==> src/rtl/wb_arb_pkg.sv <==
// Shared state codes and sizing helpers for the Wishbone round-robin arbiter.
package wb_arb_pkg;

    localparam logic [1:0] ST_IDLE  = 2'd0;
    localparam logic [1:0] ST_BUSY  = 2'd1;
    localparam logic [1:0] ST_ABORT = 2'd2;

    // Index width never drops below one bit so a single-master build still has a legal port.
    function automatic int idx_width(input int n);
        return (n > 1) ? $clog2(n) : 1;
    endfunction

    function automatic int cnt_width(input int t);
        return (t > 1) ? $clog2(t + 1) : 1;
    endfunction

endpackage

==> src/rtl/wb_rr_arbiter_rr_pick.sv <==
// Rotating priority encoder: first requester at or after ptr wins, wrapping to the lowest index.
module rr_pick #(
    parameter int N     = 2,
    parameter int IDX_W = 1
) (
    input  logic [N-1:0]     req,
    input  logic [IDX_W-1:0] ptr,
    output logic [N-1:0]     gnt,
    output logic [IDX_W-1:0] idx,
    output logic             valid
);

    always_comb begin
        idx   = '0;
        valid = 1'b0;
        for (int k = 0; k < N; k++) begin
            if (!valid && req[k] && (IDX_W'(k) >= ptr)) begin
                valid = 1'b1;
                idx   = IDX_W'(k);
            end
        end
        // Nothing at or above the pointer: the lowest requester is next in rotation.
        for (int k = 0; k < N; k++) begin
            if (!valid && req[k]) begin
                valid = 1'b1;
                idx   = IDX_W'(k);
            end
        end
    end

    always_comb begin
        gnt = '0;
        for (int k = 0; k < N; k++) begin
            gnt[k] = valid && (idx == IDX_W'(k));
        end
    end

endmodule

==> src/rtl/wb_rr_arbiter.sv <==
// Round-robin Wishbone B4 classic arbiter: N masters share one slave, grant held for a whole cyc,
// with a watchdog that aborts stalled strobes and records the offending master.
module wb_rr_arbiter
    import wb_arb_pkg::*;
#(
    parameter int N_MASTERS = 2,
    parameter int AW        = 32,
    parameter int DW        = 32,
    parameter int TIMEOUT   = 255,
    localparam int SW       = DW / 8,
    localparam int IDX_W    = idx_width(N_MASTERS)
) (
    input  logic                    wb_clk_i,
    input  logic                    wb_rst_n_i,
    input  logic [N_MASTERS-1:0]    m_cyc_i,
    input  logic [N_MASTERS-1:0]    m_stb_i,
    input  logic [N_MASTERS-1:0]    m_we_i,
    input  logic [N_MASTERS*SW-1:0] m_sel_i,
    input  logic [N_MASTERS*AW-1:0] m_adr_i,
    input  logic [N_MASTERS*DW-1:0] m_dat_i,
    output logic [N_MASTERS-1:0]    m_ack_o,
    output logic [N_MASTERS-1:0]    m_err_o,
    output logic [DW-1:0]           m_dat_o,
    output logic                    s_cyc_o,
    output logic                    s_stb_o,
    output logic                    s_we_o,
    output logic [SW-1:0]           s_sel_o,
    output logic [AW-1:0]           s_adr_o,
    output logic [DW-1:0]           s_dat_o,
    input  logic                    s_ack_i,
    input  logic                    s_err_i,
    input  logic [DW-1:0]           s_dat_i,
    output logic [N_MASTERS-1:0]    grant_o,
    output logic                    timeout_o,
    output logic [IDX_W-1:0]        timeout_idx_o,
    input  logic                    clr_timeout_i
);

    localparam int                CNT_W    = cnt_width(TIMEOUT);
    localparam logic [CNT_W-1:0]  CNT_LAST = CNT_W'((TIMEOUT > 0) ? (TIMEOUT - 1) : 0);
    localparam logic [IDX_W-1:0]  IDX_LAST = IDX_W'(N_MASTERS - 1);

    logic [1:0]           state_q, state_d;
    logic [N_MASTERS-1:0] grant_q, grant_d;
    logic [IDX_W-1:0]     gidx_q, gidx_d;
    logic [IDX_W-1:0]     ptr_q, ptr_d;
    logic [CNT_W-1:0]     cnt_q, cnt_d;
    logic                 abort_err_q, abort_err_d;
    logic                 timeout_q, timeout_d;
    logic [IDX_W-1:0]     tidx_q, tidx_d;

    logic [N_MASTERS-1:0] pick_gnt;
    logic [IDX_W-1:0]     pick_idx;
    logic                 pick_valid;

    logic                 g_cyc, g_stb, g_we;
    logic [SW-1:0]        g_sel;
    logic [AW-1:0]        g_adr;
    logic [DW-1:0]        g_dat;
    logic                 resp_ack, resp_err;

    rr_pick #(
        .N     (N_MASTERS),
        .IDX_W (IDX_W)
    ) u_pick (
        .req   (m_cyc_i),
        .ptr   (ptr_q),
        .gnt   (pick_gnt),
        .idx   (pick_idx),
        .valid (pick_valid)
    );

    always_comb begin
        g_cyc = m_cyc_i[gidx_q];
        g_stb = m_stb_i[gidx_q];
        g_we  = m_we_i[gidx_q];
        g_sel = m_sel_i[gidx_q*SW +: SW];
        g_adr = m_adr_i[gidx_q*AW +: AW];
        g_dat = m_dat_i[gidx_q*DW +: DW];
    end

    // Slave side is driven only while BUSY; IDLE and ABORT keep the bus quiet.
    always_comb begin
        s_cyc_o  = 1'b0;
        s_stb_o  = 1'b0;
        s_we_o   = 1'b0;
        s_sel_o  = '0;
        s_adr_o  = '0;
        s_dat_o  = '0;
        m_dat_o  = '0;
        resp_ack = 1'b0;
        resp_err = 1'b0;
        case (state_q)
            ST_BUSY: begin
                s_cyc_o  = g_cyc;
                s_stb_o  = g_cyc & g_stb;
                s_we_o   = g_we;
                s_sel_o  = g_sel;
                s_adr_o  = g_adr;
                s_dat_o  = g_dat;
                m_dat_o  = s_dat_i;
                resp_ack = g_cyc & s_ack_i & ~s_err_i;
                resp_err = g_cyc & s_err_i;
            end
            ST_ABORT: resp_err = abort_err_q;
            default: ;
        endcase
    end

    for (genvar gi = 0; gi < N_MASTERS; gi++) begin : g_resp
        assign m_ack_o[gi] = resp_ack & (gidx_q == IDX_W'(gi));
        assign m_err_o[gi] = resp_err & (gidx_q == IDX_W'(gi));
    end

    always_comb begin
        state_d     = state_q;
        grant_d     = grant_q;
        gidx_d      = gidx_q;
        ptr_d       = ptr_q;
        cnt_d       = cnt_q;
        abort_err_d = 1'b0;
        timeout_d   = timeout_q;
        tidx_d      = tidx_q;
        if (clr_timeout_i) begin
            timeout_d = 1'b0;
        end
        case (state_q)
            ST_IDLE: begin
                if (pick_valid) begin
                    state_d = ST_BUSY;
                    grant_d = pick_gnt;
                    gidx_d  = pick_idx;
                    ptr_d   = (pick_idx == IDX_LAST) ? '0 : pick_idx + IDX_W'(1);
                    cnt_d   = '0;
                end
            end
            ST_BUSY: begin
                if (!g_cyc) begin
                    state_d = ST_IDLE;
                    grant_d = '0;
                    cnt_d   = '0;
                end else if (s_ack_i || s_err_i) begin
                    cnt_d = '0;
                end else if (s_stb_o && (TIMEOUT != 0)) begin
                    // A new timeout in the same cycle as a clear still sets the flag.
                    if (cnt_q == CNT_LAST) begin
                        state_d     = ST_ABORT;
                        abort_err_d = 1'b1;
                        timeout_d   = 1'b1;
                        tidx_d      = gidx_q;
                    end else if (cnt_q != '1) begin
                        cnt_d = cnt_q + CNT_W'(1);
                    end
                end
            end
            ST_ABORT: begin
                if (!g_cyc) begin
                    state_d = ST_IDLE;
                    grant_d = '0;
                    cnt_d   = '0;
                end
            end
            default: begin
                state_d = ST_IDLE;
                grant_d = '0;
            end
        endcase
    end

    always_ff @(posedge wb_clk_i or negedge wb_rst_n_i) begin
        if (!wb_rst_n_i) begin
            state_q     <= ST_IDLE;
            grant_q     <= '0;
            gidx_q      <= '0;
            ptr_q       <= '0;
            cnt_q       <= '0;
            abort_err_q <= 1'b0;
            timeout_q   <= 1'b0;
            tidx_q      <= '0;
        end else begin
            state_q     <= state_d;
            grant_q     <= grant_d;
            gidx_q      <= gidx_d;
            ptr_q       <= ptr_d;
            cnt_q       <= cnt_d;
            abort_err_q <= abort_err_d;
            timeout_q   <= timeout_d;
            tidx_q      <= tidx_d;
        end
    end

    assign grant_o       = grant_q;
    assign timeout_o     = timeout_q;
    assign timeout_idx_o = tidx_q;

endmodule

==> config.mk <==
export PLATFORM = sky130hd
export DESIGN_NAME = wb_rr_arbiter
export DESIGN_NICKNAME = d
export VERILOG_FILES = /design/src/rtl/wb_arb_pkg.sv /design/src/rtl/wb_rr_arbiter_rr_pick.sv /design/src/rtl/wb_rr_arbiter.sv
export SDC_FILE = /design/constraint.sdc
export NUM_CORES = 1
export LEC_CHECK = 0
export CORE_AREA = 4 4 111 113
export CTS_BUF_LIST = sky130_fd_sc_hd__clkbuf_16
export CTS_CLUSTER_SIZE = 16
export DETAILED_ROUTE_END_ITERATION = 10
export DIE_AREA = 0 0 115 117
export PLACE_DENSITY = 0.7
export SLEW_MARGIN = 20
export SYNTH_ARGS = -nofsm -noshare
export SYNTH_HDL_FRONTEND = slang
export SYNTH_SLANG_ARGS = --single-unit
==> constraint.sdc <==
create_clock -name wb_clk_i -period 1.75 [get_ports wb_clk_i]
set_input_delay 0.175 -clock wb_clk_i [delete_from_list [all_inputs] [get_ports wb_clk_i]]
set_output_delay 0.175 -clock wb_clk_i [all_outputs]
set_load 0.01 [all_outputs]
Word-level counts from Yosys, hierarchy flattened --
Cells that the tools add are included.
Storage, ports and cells: register bits 17, output and inout bits 111
Cells by class: add/subtract/negate cells 2, magnitude comparators 3, equality and inequality tests 13, shift-type cells 3, muxes and demuxes 51, bitwise logic cells 12, reductions and logical operators 19
Operators by type and width (number):
- $shiftx 64x7->32 | 2
- $mux 32 | 3
- $mux 8 | 7
- $mux 1 | 29
- $pmux 8 s3 | 1
- $mux 2 | 7
- $ne 4x4->1 const B | 3
- $reduce_and 5->1 | 2
- $ne 3x3->1 const B | 3
- $add 8x1->8 const B | 1
- $and 1x1->1 | 8
- $eq 8x8->1 const B | 1
- $ne 8x8->1 const B | 1
- $shiftx 8x4->4 | 1
- $logic_and 1x1->1 | 7
- $pmux 2 s3 | 1
- $reduce_and 6->1 | 1
- $mux 4 | 1
- $ne 2x2->1 const B | 2
- $not 1->1 | 4
- $pmux 2 s2 | 1
- $reduce_and 2->1 | 2
- $logic_not 1->1 | 3
- $reduce_bool 3->1 | 1
- other kinds (10) | 11

Longest topological paths before layout --
Gate-level depths: netlist of run 1.
depth in word-level cells 17, gate-level depth with buffers 6, mapped depth without buffers 6

Hierarchy --
A second synthesis of run 1 with hierarchy kept.
Unflattened totals: cells, all modules 307, area total of the unflattened synthesis 2580.0 µm²
By module, submodules not included:
- wb_rr_arbiter | times used 1, cells an instance 302, area an instance 2547.4 µm², sequential area each 425.4 µm²
- rr_pick | times used 1, cells an instance 5, area an instance 32.5 µm², sequential area each 0.0 µm²

Worst setup path before layout of run 1 --
Ideal clock, no wire load.
path type register -> register, start point register cnt_q[0], end point register cnt_q[1], arrival time 1653 ps, setup slack -28 ps, stages on the path, launching flop included 6, buffers on the path 0, clock period less this slack 1778 ps, path through dfrtp_1 ha_1 o211ai_1 o21ai_0 a211oi_4 mux2_4
Between the ends: word-level cells in the longest chain between the ends 7
RTL lines:
- start, declared | line wb_rr_arbiter.sv:47 | logic [CNT_W-1:0] cnt_q, cnt_d;
- start signal, assigned | line wb_rr_arbiter.sv:185 | cnt_q <= cnt_d;
- $add 8x1->8 | line wb_rr_arbiter.sv:152 | cnt_d = cnt_q + CNT_W'(1);
- $mux 8 | line wb_rr_arbiter.sv:151 | end else if (cnt_q != '1) begin
- $mux 8 | line wb_rr_arbiter.sv:146 | if (cnt_q == CNT_LAST) begin
- $mux 8 | line wb_rr_arbiter.sv:144 | end else if (s_stb_o && (TIMEOUT != 0)) begin
- $mux 8 | line wb_rr_arbiter.sv:142 | end else if (s_ack_i || s_err_i) begin
- $mux 8 | line wb_rr_arbiter.sv:138 | if (!g_cyc) begin
- $pmux 8 s3 | line wb_rr_arbiter.sv:127 | case (state_q)
Parallel ways exist; a longest one is shown, timed or not. The select of a mux whose other input is x is not followed. A chain may end at the register's enable or synchronous reset.

Worst setup path after layout of run 1 --
start point register gidx_q, end point register cnt_q[1]
Between the ends: word-level cells in the longest chain between the ends 6
RTL lines:
- start, declared | line wb_rr_arbiter.sv:45 | logic [IDX_W-1:0] gidx_q, gidx_d;
- start signal, assigned | line wb_rr_arbiter.sv:183 | gidx_q <= gidx_d;
- $mux 1 (on tied branches) (2 in a row) | line wb_rr_arbiter.sv:74, wb_rr_arbiter.sv:75
- $and 1x1->1 | line wb_rr_arbiter.sv:96 | s_stb_o = g_cyc & g_stb;
- $mux 1 | line wb_rr_arbiter.sv:93 | case (state_q)
- $ne 4x4->1 (no line)
- $reduce_and 6->1 (no line)
Parallel ways exist; a longest one is shown, timed or not. The select of a mux whose other input is x is not followed.

==> results of run 1 <==
==> placed cells by master (no fill, tap or decap), types with 8 or more instances in the layout <==
master and n:
buf_2 81, a31oi_1 8, clkbuf_2 14, buf_16 9, nor2b_1 56, and2_1 31
mux2i_1 61, buf_4 27, dfrtp_1 16, nor2b_4 8, buf_6 20, clkdlybuf4s50_1 182
==> metal layers <==
| layer | up-vias | GRT usage, % | routed length (µm) |
|---|---|---|---|
| li1 | 1708 | - | - |
| met1 | 1611 | 20.76 | 5320 |
| met2 | 195 | 38.00 | 8321 |
| met3 | 26 | 6.375 | 1435 |
| met4 | 0 | 4.930 | 433 |
| met5 | - | 0 | 0 |
==> area by class of cell <==
type | instances | share of cell area [%]
clock inverter | 1 | 0.06107
sequential | 17 | 6.983
timing repair buffer | 345 | 52.30
inverter | 8 | 0.5293
multi-input combinational | 253 | 35.99
tap | 143 | 2.911
clock buffer | 3 | 1.221
==> flip-flops by register name, summed over array words and instances (netlist names) <==
register,cells
abort_err_q,1
cnt_q,8
gidx_q,1
grant_o,2
ptr_q,1
state_q,2
timeout_idx_o,1
timeout_o,1
==> through the flow <==
step | utilization [%] | cells
global placement | 50.94 | 742
finish | 54.29 | 770
CTS | 52.53 | 765
floorplan | - | 300
detailed placement | 50.94 | 742
global route | 54.29 | 770
==> final timing paths <==
check | startpoint | endpoint | slack (ps) | depth (start not counted)
min in group wb_clk_i | timeout_o$_DFF_PN0_ | timeout_o$_DFF_PN0_ | 490 | 1
setup reg to reg | gidx_q$_DFFE_PN0P_ | cnt_q[1]$_DFFE_PN0P_ | -150 | 5
setup / recovery | gidx_q$_DFFE_PN0P_ | cnt_q[1]$_DFFE_PN0P_ | -150 | 5
max in group asynchronous | wb_rst_n_i | gidx_q$_DFFE_PN0P_ | 1270 | 2
hold reg to reg | timeout_o$_DFF_PN0_ | timeout_o$_DFF_PN0_ | 490 | 1
hold / removal | wb_rst_n_i | state_q[0]$_DFFE_PN0P_ | 260 | 2
==> power by group through the flow <==
stage / Clock, mW / Combinational [mW] / Sequential (mW)
6_report: 0.462 / 6.70 / 0.532
5_1_grt: 0.495 / 7.10 / 0.538
4_1_cts: 0.462 / 6.30 / 0.527
3_5_place_dp: 0 / 5.68 / 0.519
3_3_place_gp: 0 / 5.63 / 0.512
2_1_floorplan: 0 / 2.67 / 0.505
==> cells by family (layout without fill, tap and decap cells) <==
group,Yosys count,count (layout),synth area share (%)
DFF,17,17,17.09
buffers and inverters,30,357,5.128
AOI/OAI and AO/OA,34,34,9.955
adders and majority gates,6,6,3.017
muxes,74,74,30.32
and+or+nand+nor,139,139,34.49
==> repair_timing <==
item	in CTS	in global routing
gates resized for setup	434	83
pin swaps	7	11
setup endpoints to repair	118	107
gates cloned	9	3
setup buffers	12	4
hold buffers	0	0
==> impl_metrics.tcl, run 1 <==
set metrics [dict create \
    seqPwrFrac_pct 6.9 \
    gp_congestion 0.8125 \
    p_sw_mw 3.196 \
    wl_per_cell_um 20.14 \
    p_int_mw 4.497 \
    drt-total-wl_mm 15.51 \
    rsz0062_at_grt "yes" \
    die_w_um 115 \
    track_usage_pct 19.78 \
    crit_fanout 6 \
    netlist_instances 300 \
    tns_ps -2121 \
    insertion_delay_ps 250 \
    grt_pass1_vias 3663 \
    crit_required_ps 1890 \
    swShare_pct 41.54 \
    clockBufferDepth 2 \
    synth-async-reset-ratio_pct 100.0 \
    crit_family "multiplexers" \
    via_per_inst 4.597 \
    rows 39 \
    post-place-ws_ps -336.0 \
    placed_area_um2 5767 \
    synth_fp_nets 485 \
    route.detailed.drc 0 \
    grt_max_degree 25 \
    power_frac_clock_pct 6.0 \
    drv_cap 0 \
    h-tree-depth 1 \
    first_pass_iters 4 \
    die_y_um 117 \
    grt_pass1_wl_mm 20.47 \
    vias 3540 \
    max_slew.worst_pin.slew_ps 409.5 \
    start_util_pct 21.98 \
    relSlewSlack_pct 72.41 \
    fin_crit_sh_pct 108.4 \
    antenna_found_initial 0 \
    critPathLaunchType "flop" \
    critPathBufInv 1 \
    place_hpwl_mm 11.61 \
    fin_area_um2 6146 \
    path_clk_slew_ps 50 \
    cts_tree "yes" \
    detail-route-antenna-nets 0 \
    worstPathCellList "mux2_4 -> buf_6 -> a22o_4 -> a211oi_4 -> mux2_4" \
    multi_input_area_um2 2212 \
    layout_setup_ws_ps -146.3 \
    synth_area_um2 2489 \
    synth_warnings 0 \
    violations "setup timing" \
    ff_latch_area_um2 429.2 \
    clockRootBuffer "clkbuf_16" \
    fillCellCount 1029 \
    die-area_um2 13460 \
    final_nets 813 \
    vdd_drop_max_v 0.0007067 \
    core-area_um2 11320 \
    yosysUniqueCellTypes 39 \
    cts_made_buffers 3 \
    yosys-top-cells-count "mux2i_1 (69), nor2b_1 (69), and2_1 (33), dfrtp_1 (17), clkbuf_1 (15)" \
    yosys.area.top_type "mux2i_1" \
    layout-drive-gt1-share_pct 35.25 \
    criticalPathCategory "reg2reg" \
    power.density_nw_per_um2 1252 \
    fin_crit_ps 1896 \
    drt_iter0_drc 94 \
    synth.yosys.seq_area_share_pct 17.09 \
    hold_path.class "in2async" \
    gr-total-overflow 0 \
    power_frac_comb_pct 87.1 \
    drv_slew 0 \
    clock.fmax_ghz 0.5273 \
    holdWs_ps 255.6 \
    netlist_top_cells_area "mux2i_1 (28%), nor2b_1 (17%), dfrtp_1 (17%)" \
    ios 290 \
    avgSynthCellArea_um2 8.295 \
    critPathCaptureType "flop" \
    cp_slowest_cell "dfrtp_4" \
    status "finished, violations left" \
    areaGrowthSynthToFinish_pct 147.0 \
    synth_edf_count 0 \
    finalHoldViolCount 0 \
    slowest_delay_ps 500 \
    cp.arrival_ps 2040 \
    setup_violations 26 \
    clock_sinks 17 \
    leakagePower_nw 2.918 \
    critPathMostFrequentCell "mux2_4" \
    synth_seq_cells 17 \
    synthFlopType "dfrtp_1" \
    yosysTopAreaCellShare_pct 27.75 \
    port_buffers 289 \
    n_antenna_cell 0 \
    finalPower_mw 7.693 \
    fin_skew_ps 3.017 \
]
Note: power is estimated with default switching activity, not from simulation.
==> run 2: changes to the inputs <==
--- a/config.mk
+++ b/config.mk
@@ -10,6 +10,7 @@
 export CTS_CLUSTER_SIZE = 16
 export DETAILED_ROUTE_END_ITERATION = 10
 export DIE_AREA = 0 0 115 117
+export GPL_ROUTABILITY_DRIVEN = 0
 export PLACE_DENSITY = 0.7
 export SLEW_MARGIN = 20
 export SYNTH_ARGS = -nofsm -noshare
==> constraint.sdc (replaced) <==
create_clock -name wb_clk_i -period 1.75 [get_ports wb_clk_i]
set_input_delay 0.175 -clock wb_clk_i [delete_from_list [all_inputs] [get_ports wb_clk_i]]
set_output_delay 0.175 -clock wb_clk_i [all_outputs]
set_load 0.1 [all_outputs]
==> impl_metrics.tcl, run 2 (synthesis gave the netlist of run 1 again) <==
set metrics [dict create \
    layout-drive-gt1-share_pct 58.44 \
    final_cell_mix "clkdlybuf4s50_1 (178), buf_12 (113), nor2b_4 (69), mux2i_2 (56), and2_4 (32)" \
    cts_tree "yes" \
    p_sw_mw 10.78 \
    h-tree-depth 1 \
    cp.arrival_ps 1790 \
    drt-total-wl_mm 17.37 \
    finalHoldViolCount 0 \
    vias 3722 \
    areaGrowthSynthToFinish_pct 250.0 \
    ff_latch_area_um2 429.2 \
    fillCellCount 696 \
    clock_sinks 17 \
    cts_made_buffers 3 \
    hold_path.class "in2async" \
    multi_input_area_um2 2939 \
    gr-max-usage-layer "met2" \
    fin_crit_sh_pct 112.3 \
    swShare_pct 54.60 \
    placed_area_um2 7408 \
    route.detailed.drc 0 \
    start_util_pct 21.98 \
    critPathLaunchType "flop" \
    power_frac_clock_pct 2.3 \
    crit_fanout 17 \
    ios 290 \
    die_y_um 117 \
    path_clk_slew_ps 50 \
    critPathMostFrequentCell "buf_12" \
    drv_cap 0 \
    setup_violations 115 \
    final_common_cell "clkdlybuf4s50_1" \
    track_usage_pct 21.39 \
    insertion_delay_ps 250 \
    antenna_found_initial 0 \
    leakagePower_nw 3.724 \
    use_met2_pct 42.36 \
    largest_reg_flops 8 \
    criticalPathCategory "reg2out" \
    detail-route-antenna-nets 0 \
    tns_ps -16570 \
    clockRootBuffer "clkbuf_16" \
    first_pass_iters 4 \
    final_nets 826 \
    max_slew.worst_pin.slew_ps 292.6 \
    gr-total-overflow 0 \
    grt_pass1_wl_mm 22.11 \
    via_per_inst 4.747 \
    relSlewSlack_pct 80.29 \
    grt_pass1_vias 3944 \
    status "finished, violations left" \
    seqPwrFrac_pct 2.6 \
    grt_max_degree 35 \
    worstPathCellList "buf_4 -> buf_12 -> buf_16 -> mux2i_4 -> nor2b_4 -> buf_12" \
    wl_per_cell_um 22.15 \
    power.density_nw_per_um2 2268 \
    slowest_delay_ps 490 \
    clock.fmax_ghz 0.5089 \
    drt_iter0_drc 134 \
    layout_setup_ws_ps -214.9 \
    p_int_mw 8.969 \
    rsz0062_at_grt "yes" \
    fin_skew_ps 1.674 \
    vdd_drop_max_v 0.001572 \
    port_buffers 289 \
    violations "setup timing" \
    drv_slew 0 \
    power_frac_comb_pct 95.0 \
    die_w_um 115 \
    core-area_um2 11320 \
    fin_crit_ps 1965 \
    r2r_slack_ps -140 \
    place_hpwl_mm 11.95 \
    post-place-ws_ps -147.1 \
    fin_area_um2 8711 \
    die-area_um2 13460 \
    crit_required_ps 1570 \
    grt.met3_usage_pct 6.478 \
    cp_slowest_cell "dfrtp_4" \
    clockBufferDepth 2 \
    critPathCaptureType "output port" \
    rows 39 \
    met1_usage_pct 22.04 \
    top_register "cnt_q" \
]
[run 2: changes by cell type in the layout (fill, tap and decap cells not counted), sizes merged]
cell	before	now
clkdlybuf4s50	182	178
buf	145	171
inv	9	8
clkdlybuf4s15	1	0
clkinvlp	0	1
diode	0	1
clkbuf	20	12
[run 2: worst max-delay path: cells and delay by family (launching register included)]
kind                   cells  cell delay, ps
buffers and inverters      4             670
multiplexers               1             220
flip-flops                 1             490
AND/OR/NAND/NOR            1             140
[run 2: repair_timing]
| item | CTS | global route |
|---|---|---|
| hold buffers | 0 | 0 |
| endpoints found under the setup margin | 115 | 118 |
| gates cloned | 10 | 13 |
| pin swaps | 15 | 22 |
| setup buffers | 14 | 6 |
| hold endpoints to repair | 0 | 0 |
| gates resized for setup | 99 | 57 |
[run 2: per-layer routing]
| layer | wire, µm | vias to the layer above |
|---|---|---|
| li1 | - | 1729 |
| met1 | 6030 | 1781 |
| met2 | 9629 | 191 |
| met3 | 1372 | 21 |
| met4 | 334 | 0 |
| met5 | 0 | - |
[run 2: per-stage QoR]
stage                     utilization (%)  std cells  hold slack [ps]  total power, mW
after global placement              65.44        738            462.6            16.08
final                               76.95        784            244.0            19.75
after detailed placement            65.44        738            470.5            16.22
after floorplan                         -        300           -120.6            10.83
after CTS                           72.19        766            256.5            18.59
after global routing                76.92        783            279.0            20.23
[run 2: final cells by class]
type	instances	share of cell area, %
diodes	1	0.02873
clock buffers	3	0.8618
clock inverters	1	0.04309
inverters	8	0.3878
multi-input cells	253	33.74
flip-flops and latches	17	4.927
well taps	143	2.054
repair buffers	358	57.96
[run 2: power groups by stage]
stage               Combinational, mW  Sequential (mW)  Clock (mW)
finish                           18.8            0.520       0.462
detailed placement               15.7            0.526           0
global placement                 15.6            0.526           0
CTS                              17.6            0.515       0.462
floorplan                        10.2            0.653           0
global route                     19.2            0.527       0.470
[run 2: final timing paths]
path,startpoint,to,cells past startpoint
min,wb_rst_n_i,cnt_q[0]$_DFFE_PN0P_,2
max in group asynchronous,wb_rst_n_i,gidx_q$_DFFE_PN0P_,2
min in group wb_clk_i,timeout_o$_DFF_PN0_,timeout_o$_DFF_PN0_,1
min reg2reg,timeout_o$_DFF_PN0_,timeout_o$_DFF_PN0_,1
max reg2reg,gidx_q$_DFFE_PN0P_,cnt_q[1]$_DFFE_PN0P_,5
max,gidx_q$_DFFE_PN0P_,s_dat_o[12],6
==> run 3: changes to the inputs <==
--- a/config.mk
+++ b/config.mk
@@ -7,7 +7,6 @@
 export LEC_CHECK = 0
 export CORE_AREA = 4 4 111 113
 export CTS_BUF_LIST = sky130_fd_sc_hd__clkbuf_16
-export CTS_CLUSTER_SIZE = 16
 export DETAILED_ROUTE_END_ITERATION = 10
 export DIE_AREA = 0 0 115 117
 export GPL_ROUTABILITY_DRIVEN = 0
==> results of run 3 <==
Final layout, timing and power as in run 2 (identical DEF).
